### config.mk
export PLATFORM = sky130hd
export DESIGN_NAME = reg_writeback_flat
export DESIGN_NICKNAME = d
export VERILOG_FILES = /design/src/rtl/reg_writeback_if.sv /design/src/rtl/reg_writeback.sv /design/src/flat_wrapper.sv
export SDC_FILE = /design/constraint.sdc
export NUM_CORES = 2
export LEC_CHECK = 0
export BUFFER_PORTS_ARGS = -buffer_cell sky130_fd_sc_hd__buf_2
export CAP_MARGIN = 15
export CORE_ASPECT_RATIO = 0.5
export CORE_MARGIN = 3
export CORE_UTILIZATION = 35
export CTS_BUF_LIST = sky130_fd_sc_hd__clkbuf_4 sky130_fd_sc_hd__clkbuf_8 sky130_fd_sc_hd__clkbuf_16
export CTS_CLUSTER_DIAMETER = 100
export DETAILED_ROUTE_END_ITERATION = 12
export PLACE_DENSITY = 0.48
export SKIP_LAST_GASP = 1
export SLEW_MARGIN = 20
export SYNTH_ARGS = -nofsm -noshare
export SYNTH_HDL_FRONTEND = slang
export SYNTH_SLANG_ARGS = --single-unit
export TNS_END_PERCENT = 20
### constraint.sdc
create_clock -name clk -period 12.2 [get_ports clk]
set_input_delay 3.66 -clock clk [delete_from_list [all_inputs] [get_ports clk]]
set_output_delay 3.66 -clock clk [all_outputs]
set_load 0.1 [all_outputs]
### src/rtl/reg_writeback_if.sv
// Register-file / write-back bundle between the pipeline front end
// (Decode/Execute/Memory side, master) and the write-back stage (slave).
// The master drives the retiring instruction and the Decode read
// addresses; the slave returns read data, selected destinations, the
// sticky halt flag and the retired-instruction count.
interface reg_writeback_if #(
  parameter int DW    = 64,
  parameter int CNT_W = 32
);
  logic             inst_valid;
  logic [3:0]       icode;
  logic [3:0]       ifun;
  logic [3:0]       rA;
  logic [3:0]       rB;
  logic             Cnd;
  logic [DW-1:0]    valE;
  logic [DW-1:0]    valM;
  logic [3:0]       srcA;
  logic [3:0]       srcB;
  logic [DW-1:0]    valA;
  logic [DW-1:0]    valB;
  logic [3:0]       dstE;
  logic [3:0]       dstM;
  logic             halted;
  logic [CNT_W-1:0] retired;

  modport master (
    output inst_valid, icode, ifun, rA, rB, Cnd, valE, valM, srcA, srcB,
    input  valA, valB, dstE, dstM, halted, retired
  );

  modport slave (
    input  inst_valid, icode, ifun, rA, rB, Cnd, valE, valM, srcA, srcB,
    output valA, valB, dstE, dstM, halted, retired
  );
endinterface

### src/rtl/reg_writeback.sv
// SEQ write-back stage plus the 15-entry architectural register file.
// Selects dstE/dstM from the retiring instruction, commits valE/valM on
// the rising edge (valM wins when both target the same register), serves
// the two combinational Decode read ports, and keeps the sticky halt flag
// and a wrapping retired-instruction counter.
// Optional feature: define WB_BYPASS_EN to forward the in-flight commit
// onto valA/valB within the same cycle; left undefined, reads return the
// stored register contents only.
// The DW/CNT_W parameters must match those of the connected interface.
module reg_writeback #(
  parameter int DW    = 64,
  parameter int CNT_W = 32
) (
  input logic          clk,
  input logic          rst,
  reg_writeback_if.slave wb
);

  // Y86-64 instruction codes
  localparam logic [3:0] IHALT   = 4'h0;
  localparam logic [3:0] INOP    = 4'h1;
  localparam logic [3:0] IRRMOVQ = 4'h2;
  localparam logic [3:0] IIRMOVQ = 4'h3;
  localparam logic [3:0] IRMMOVQ = 4'h4;
  localparam logic [3:0] IMRMOVQ = 4'h5;
  localparam logic [3:0] IOPQ    = 4'h6;
  localparam logic [3:0] IJXX    = 4'h7;
  localparam logic [3:0] ICALL   = 4'h8;
  localparam logic [3:0] IRET    = 4'h9;
  localparam logic [3:0] IPUSHQ  = 4'hA;
  localparam logic [3:0] IPOPQ   = 4'hB;

  // Register identifiers
  localparam logic [3:0] RRSP  = 4'h4;
  localparam logic [3:0] RNONE = 4'hF;

  localparam logic [CNT_W-1:0] CNT_ONE = {{(CNT_W-1){1'b0}}, 1'b1};

  logic [DW-1:0]    r_regs [0:14];
  logic             r_halted;
  logic [CNT_W-1:0] r_retired;

  logic [3:0]       w_dst_e;
  logic [3:0]       w_dst_m;
  logic             w_commit;
  logic [DW-1:0]    w_val_a;
  logic [DW-1:0]    w_val_b;
  logic             w_unused_ifun;

  // ifun carries no meaning for destination selection in this stage
  assign w_unused_ifun = ^wb.ifun;

  // An instruction commits only while the machine is still running
  assign w_commit = wb.inst_valid & ~r_halted;

  // Stored-state read; RNONE never maps to storage and reads as zero
  function automatic logic [DW-1:0] f_read(input logic [3:0] src);
    logic [DW-1:0] v;
    if (src == RNONE) begin
      v = {DW{1'b0}};
    end else begin
      v = r_regs[src];
    end
    return v;
  endfunction

  // Same-cycle forwarding of the in-flight commit, M side first so the
  // forwarded value agrees with what the register will hold after the edge
  function automatic logic [DW-1:0] f_fwd(input logic [3:0] src,
                                          input logic [3:0] dst_e,
                                          input logic [3:0] dst_m,
                                          input logic       commit);
    logic [DW-1:0] v;
    if (commit && (src != RNONE) && (src == dst_m)) begin
      v = wb.valM;
    end else if (commit && (src != RNONE) && (src == dst_e)) begin
      v = wb.valE;
    end else begin
      v = f_read(src);
    end
    return v;
  endfunction

  // Destination selection from icode (and Cnd for conditional moves)
  always_comb begin
    w_dst_e = RNONE;
    w_dst_m = RNONE;
    case (wb.icode)
      IRRMOVQ: begin
        w_dst_e = wb.Cnd ? wb.rB : RNONE;
        w_dst_m = RNONE;
      end
      IIRMOVQ, IOPQ: begin
        w_dst_e = wb.rB;
        w_dst_m = RNONE;
      end
      ICALL, IRET, IPUSHQ: begin
        w_dst_e = RRSP;
        w_dst_m = RNONE;
      end
      IPOPQ: begin
        w_dst_e = RRSP;
        w_dst_m = wb.rA;
      end
      IMRMOVQ: begin
        w_dst_e = RNONE;
        w_dst_m = wb.rA;
      end
      IHALT, INOP, IRMMOVQ, IJXX: begin
        w_dst_e = RNONE;
        w_dst_m = RNONE;
      end
      default: begin
        w_dst_e = RNONE;
        w_dst_m = RNONE;
      end
    endcase
  end

  // Decode read ports, optionally forwarding the commit in flight
  always_comb begin
    w_val_a = {DW{1'b0}};
    w_val_b = {DW{1'b0}};
`ifdef WB_BYPASS_EN
    w_val_a = f_fwd(wb.srcA, w_dst_e, w_dst_m, w_commit);
    w_val_b = f_fwd(wb.srcB, w_dst_e, w_dst_m, w_commit);
`else
    w_val_a = f_read(wb.srcA);
    w_val_b = f_read(wb.srcB);
`endif
  end

  // Architectural state: register file, halt flag and retired counter
  always_ff @(posedge clk) begin
    if (rst) begin
      for (int i = 0; i < 15; i++) begin
        r_regs[i] <= {DW{1'b0}};
      end
      r_halted  <= 1'b0;
      r_retired <= {CNT_W{1'b0}};
    end else if (w_commit) begin
      if (w_dst_e != RNONE) begin
        r_regs[w_dst_e] <= wb.valE;
      end
      // Issued after the E write so that M wins on a shared destination
      if (w_dst_m != RNONE) begin
        r_regs[w_dst_m] <= wb.valM;
      end
      r_retired <= r_retired + CNT_ONE;
      if (wb.icode == IHALT) begin
        r_halted <= 1'b1;
      end
    end
  end

  assign wb.dstE    = w_dst_e;
  assign wb.dstM    = w_dst_m;
  assign wb.valA    = w_val_a;
  assign wb.valB    = w_val_b;
  assign wb.halted  = r_halted;
  assign wb.retired = r_retired;

  // The f_fwd helper is only referenced when forwarding is built in
`ifndef WB_BYPASS_EN
  logic [DW-1:0] w_unused_fwd;
  assign w_unused_fwd = f_fwd(4'hF, 4'hF, 4'hF, 1'b0);
`endif

endmodule

### src/flat_wrapper.sv
// flat-port wrapper written by rule: the top's interface ports become plain ports
module reg_writeback_flat 
#(
  parameter int DW    = 64,
  parameter int CNT_W = 32
)
  (clk, rst, wb_inst_valid, wb_icode, wb_ifun, wb_rA, wb_rB, wb_Cnd, wb_valE, wb_valM, wb_srcA, wb_srcB, wb_valA, wb_valB, wb_dstE, wb_dstM, wb_halted, wb_retired);
  reg_writeback_if #(.DW(DW), .CNT_W(CNT_W)) wb_i ();
  input logic clk;
  input logic rst;
  input wire logic [$bits(wb_i.inst_valid)-1:0] wb_inst_valid;
  input wire logic [$bits(wb_i.icode)-1:0] wb_icode;
  input wire logic [$bits(wb_i.ifun)-1:0] wb_ifun;
  input wire logic [$bits(wb_i.rA)-1:0] wb_rA;
  input wire logic [$bits(wb_i.rB)-1:0] wb_rB;
  input wire logic [$bits(wb_i.Cnd)-1:0] wb_Cnd;
  input wire logic [$bits(wb_i.valE)-1:0] wb_valE;
  input wire logic [$bits(wb_i.valM)-1:0] wb_valM;
  input wire logic [$bits(wb_i.srcA)-1:0] wb_srcA;
  input wire logic [$bits(wb_i.srcB)-1:0] wb_srcB;
  output wire logic [$bits(wb_i.valA)-1:0] wb_valA;
  output wire logic [$bits(wb_i.valB)-1:0] wb_valB;
  output wire logic [$bits(wb_i.dstE)-1:0] wb_dstE;
  output wire logic [$bits(wb_i.dstM)-1:0] wb_dstM;
  output wire logic [$bits(wb_i.halted)-1:0] wb_halted;
  output wire logic [$bits(wb_i.retired)-1:0] wb_retired;
  assign wb_i.inst_valid = wb_inst_valid;
  assign wb_i.icode = wb_icode;
  assign wb_i.ifun = wb_ifun;
  assign wb_i.rA = wb_rA;
  assign wb_i.rB = wb_rB;
  assign wb_i.Cnd = wb_Cnd;
  assign wb_i.valE = wb_valE;
  assign wb_i.valM = wb_valM;
  assign wb_i.srcA = wb_srcA;
  assign wb_i.srcB = wb_srcB;
  assign wb_valA = wb_i.valA;
  assign wb_valB = wb_i.valB;
  assign wb_dstE = wb_i.dstE;
  assign wb_dstM = wb_i.dstM;
  assign wb_halted = wb_i.halted;
  assign wb_retired = wb_i.retired;
  reg_writeback #(.DW(DW), .CNT_W(CNT_W)) u_core (.clk(clk), .rst(rst), .wb(wb_i));
endmodule
; Word level (Yosys, flattened, before mapping)
; Memory sizes are Yosys's and may differ from the RTL's.
; Index checks and enable logic that the tools add are counted.
[totals]
ram_bits = 960
ff_bits = 33
n_memories = 1
elab_cells = 46
[classes]
reduce_logical = 7
n_mux = 21
n_addsub = 1
eq_ne = 12
n_bitwise = 2
[memory_table]
columns = memory, words, word_bits, read_ports, rd_ports_with_merged_regs, wr, line
row1 = u_core.r_regs, 15, 64, 2, 0, 15, reg_writeback.sv:39  ; logic [DW-1:0] r_regs [0:14];
[ops]
columns = operator, count
row1 = two-way mux 64 bit, 4
row2 = OR reduction 64 bit, 2
row3 = "adder 32 x 1 -> 32 bit, second input constant", 1
row4 = "== test 4 bit, second input constant", 6
row5 = two-way mux 4 bit, 4
row6 = two-way mux 1 bit, 12
row7 = case mux 4 bit (3 select lines), 1
row8 = "== test 4 x 2 -> 1 bit, second input constant", 2
row9 = "== test 4 x 3 -> 1 bit, second input constant", 2
row10 = "inequality test 4 bit, second input constant", 2
row11 = zero test 4 bit, 1
row12 = OR reduction 2 bit, 2
row13 = OR reduction 4 bit, 1
row14 = AND reduction 2 bit, 1
row15 = bitwise AND 1 bit, 1
row16 = inverter 1 bit, 1

; Logic depth before layout (Yosys ltp)
[depth]
ltp_word = 10
depth_mapped = 8

; Least setup slack after synthesis
; OpenSTA, ideal clock, no wires.
[synth_timing]
path_type = input port to output port
startpoint = in wb_srcA[0]
endpoint = out wb_valA[0]
path_stages = 7
t_arrival_ns = 6.966
slack_ns = 1.574
n_path_buf = 3
t_required_ns = 8.540
cell_sequence = clkbuf_1 -> clkbuf_1 -> buf_2 -> mux2i_1 -> a221oi_1 -> a21oi_1 -> o21ai_0
[synth_between]
elab_chain_len = 2
[synth_rtl]
columns = element, line
row1 = start: declaration, flat_wrapper.sv:19  ; input wire logic [$bits(wb_i.srcA)-1:0] wb_srcA;
row2 = memory read (15 x 64 bit) or == test 4 bit (tied branches), -
row3 = two-way mux 64 bit *, reg_writeback.sv:59  ; if (src == RNONE) begin
row4 = end: declaration, flat_wrapper.sv:21  ; output wire logic [$bits(wb_i.valA)-1:0] wb_valA;
; Mark *: on every way between the ends. The rest lies on a longest branch, timed or not.

; Final worst setup path
[layout_timing]
startpoint = in wb_srcA[3]
endpoint = out wb_valA[5]
; The elaborated chain is that of the path after synthesis.

==> results.tsv <==
stage	metric	value	unit
run_status	status	finished clean	
power_and_ir_drop	p_comb_share	17.6	%
power_and_ir_drop	power.net_switching	2.939	mW
timing	worstMarginPinSlew	1.226	ns
route	first_pass_iters	6	
job	drv_cap	0	
route	ant_nets	0	
worst_setup_path	path_class	in -> out	
worst_setup_path	startpoint_type	input pin	
power_and_ir_drop	power_per_cell_area	140.0	nW/um^2
timing	rsz0062_at_grt	false	
global_route	grt_antenna_before_repair	43	
synth	ys_ff_latch	1057	
finish	multi_input_comb_area	27410	sq um
power_and_ir_drop	power.total	9.608	mW
global_route	grt_pass1_vias	47570	
route	vias	47790	
power_and_ir_drop	sw_frac_of_total	30.59	%
synth	synth_top_family_by_area	compound AO/OA/AOI/OAI gates	
clock_tree	cts_tree	done	
timing	fin_tns_setup	0	ns
finish	drive_gt1_share	25.28	%
synth	synth-compound-area-share	20.71	%
global_route	overflow	0	
finish	final_nets	4658	
die	die_w	596.8	um
route	wirelength	275.3	mm
synth	ys_seq_area_share	51.43	%
clock_tree	postCtsResizedCells	0	
timing	finalClockSkew	0.02516	ns
synth	synth_area	61080	sq um
worst_setup_path	path_buf_inv	5	
timing	period_share	87.76	%
synth	async_reset_ff_share	0	%
synth	yosys.area_share.simple	4.480	%
clock_tree	cts_max_level	3	
clock_tree	path_clk_slew	0.06	ns
placed_design	post-dp-hpwl	143.4	mm
timing	fin_crit	10.71	ns
synth	ys_warn_count	0	
finish	fill_cells	15850	
synth	synthXorXnorAreaFrac	0.1434	%
clock_tree	clkSinkCount	1057	
timing	drv_slew	0	
global_route	grt.total_usage	29.80	%
route	routedWlPerCell	39.92	um
timing	setup_viol	0	
timing	finalHoldViolCount	0	
synth	synth_edf_count	1024	
clock_tree	cts_setup_buffers	0	
route	viasPerCell	6.929	
clock_tree	clkLatencyLatePin	0.73	ns
power_and_ir_drop	clock_power_share	37.9	%
placed_design	dp.cells	6676	
power_and_ir_drop	p_int	6.669	mW
synth	synth.avg_cell_area	13.47	sq um
power_and_ir_drop	p_seq_share	44.5	%
synth	synth_fa_ha_area_share	0.02049	%
finish	final_common_cell	edfxtp_1	
hold_path	hold_class	reg -> reg	
worst_setup_path	crit_slowest_cell	o21ai_0	
placed_design	finalWeightedCongestion	0.8134	
synth	syn_inst	4536	
power_and_ir_drop	p_leak	23.54	nW
die	fp.dieH	301.4	um
placed_design	io_buffers	320	
worst_setup_path	cp_max_fo	29	
finish	area_growth	12.36	%
finish	final_cells	6897	
route	drc	0	
route	drt-initial-drc-count	6848	
timing	maxSlewHeadroom	18.24	%
clock_tree	numCtsBuffers	111	
die	core-area	171800	sq um
die	io_pins	325	
worst_setup_path	slowest_delay	0.94	ns
worst_setup_path	cp_top_family	buffers and inverters	
worst_setup_path	crit_required	8.54	ns
die	rows	107	
worst_setup_path	worst_ep_arrival_time	7.05	ns
finish	final_cell_mix	1024 x edfxtp_1, 570 x a22o_1, 384 x mux4_2	
worst_setup_path	cp-end-kind	output pin	
global_route	grt_pass1_wl	377.3	mm
clock_tree	clock-root-buffer	clkbuf_16	
clock_tree	cts.path.max_buffers	3	
die	start_util	35.56	%
clock_tree	hold_buffers	0	
finish	seq_area	31410	sq um
synth	synthMuxAreaShare	18.41	%
power_and_ir_drop	irDropWorstVdd	132.4	uV
worst_setup_path	crit_path_cell_trace	buf_4, inv_1, a31oi_4, buf_16, buf_12, a21oi_1, o21ai_0, buf_2	
global_route	grt_max_degree	119	
die	dieArea	179900	sq um
timing	hold_ws	0.4923	ns
synth	synthFlopType	edfxtp_1	
timing	max_freq	93.40	MHz
synth	yosysUniqueCellTypes	73	
[Yosys cell counts (24+ instances only)]
library cell  instances  area share [%]
clkbuf_1            438             2.7
buf_1                40            0.25
mux4_2              384              14
o2bb2ai_1           240             3.4
nand3_1              77            0.63
mux2i_1             257             4.2
a22o_1              570             8.2
a32o_1               37            0.61
buf_2               177             1.5
o21ai_0             188             1.5
edfxtp_1           1024              50
nor2_1               24            0.15
a21oi_1             150             1.2
a32oi_1             128             1.8
nand2_1             368             2.3
a221oi_1            128             1.8
o2bb2ai_2            49             1.2
dfxtp_1              33             1.1
[worst min-delay path, delay by kind of cell (launching register included)]
| kind | cells | cell delay, ns |
|---|---|---|
| AOI/OAI and AO/OA | 2 | 0.13 |
| DFF | 1 | 0.32 |
[per-stage QoR]
step	cell area [sq um]	utilization (%)	worst slack (ns)
after floorplan	61310	-	1.574
after global placement	64710	37.67	1.461
after detailed placement	64790	37.72	1.607
after CTS	68550	39.91	1.592
after global routing	68610	39.94	1.471
final	68630	39.95	1.493
[area by class of cell]
cell class	instances	share of cell area, %
flip-flops and latches	1057	45.77
multi-input cells	2854	39.94
repair buffers	467	4.518
clock buffers	140	4.399
well taps	2289	4.173
clock inverters	60	1.074
diodes	20	0.07293
inverters	10	0.05470
[power by group through the flow]
stage                     combinational [mW]  sequential (mW)  clock (mW)
after floorplan                         1.15             4.32           0
after global placement                  1.66             4.33           0
after detailed placement                1.67             4.35           0
after CTS                               1.67             4.27        3.66
after global routing                    1.74             4.29        3.81
final                                   1.69             4.27        3.65
[metal layers]
metal / track usage (%) / up-vias / wire length [um]
li1: - / 18750 / -
met4: 12.18 / 4 / 11800
met2: 46.45 / 3413 / 124500
met3: 8.076 / 641 / 33190
met5: 0 / - / 21
met1: 39.34 / 24990 / 105900
[final timing paths]
check / from / end / slack [ns] / cells past startpoint
max: wb_srcA[3] / wb_valA[5] / 1.49 / 8
min: u_core.wb.retired[31] / u_core.wb.retired[31] / 0.49 / 2
max reg2reg: u_core.wb.halted / u_core.r_regs[5][0] / 6.95 / 6
min reg2reg: u_core.wb.retired[31] / u_core.wb.retired[31] / 0.49 / 2
[registers in the layout, indices dropped and copies added (netlist names)]
| signal | flops |
|---|---|
| u_core.wb.halted | 1 |
| u_core.r_regs | 1024 |
| u_core.wb.retired | 32 |
[logic make-up (layout without fill, tap and decap cells)]
logic type	after synthesis	count (layout)
AO/OA/AOI/OAI	1550	1550
XOR/XNOR	10	10
adder cells (fa/ha/maj)	1	1
buffers and inverters	688	677
flip-flops	1057	1057
multiplexers	643	643
other	1	84
AND/OR/NAND/NOR	586	586
(Power assumes the default switching activity.)
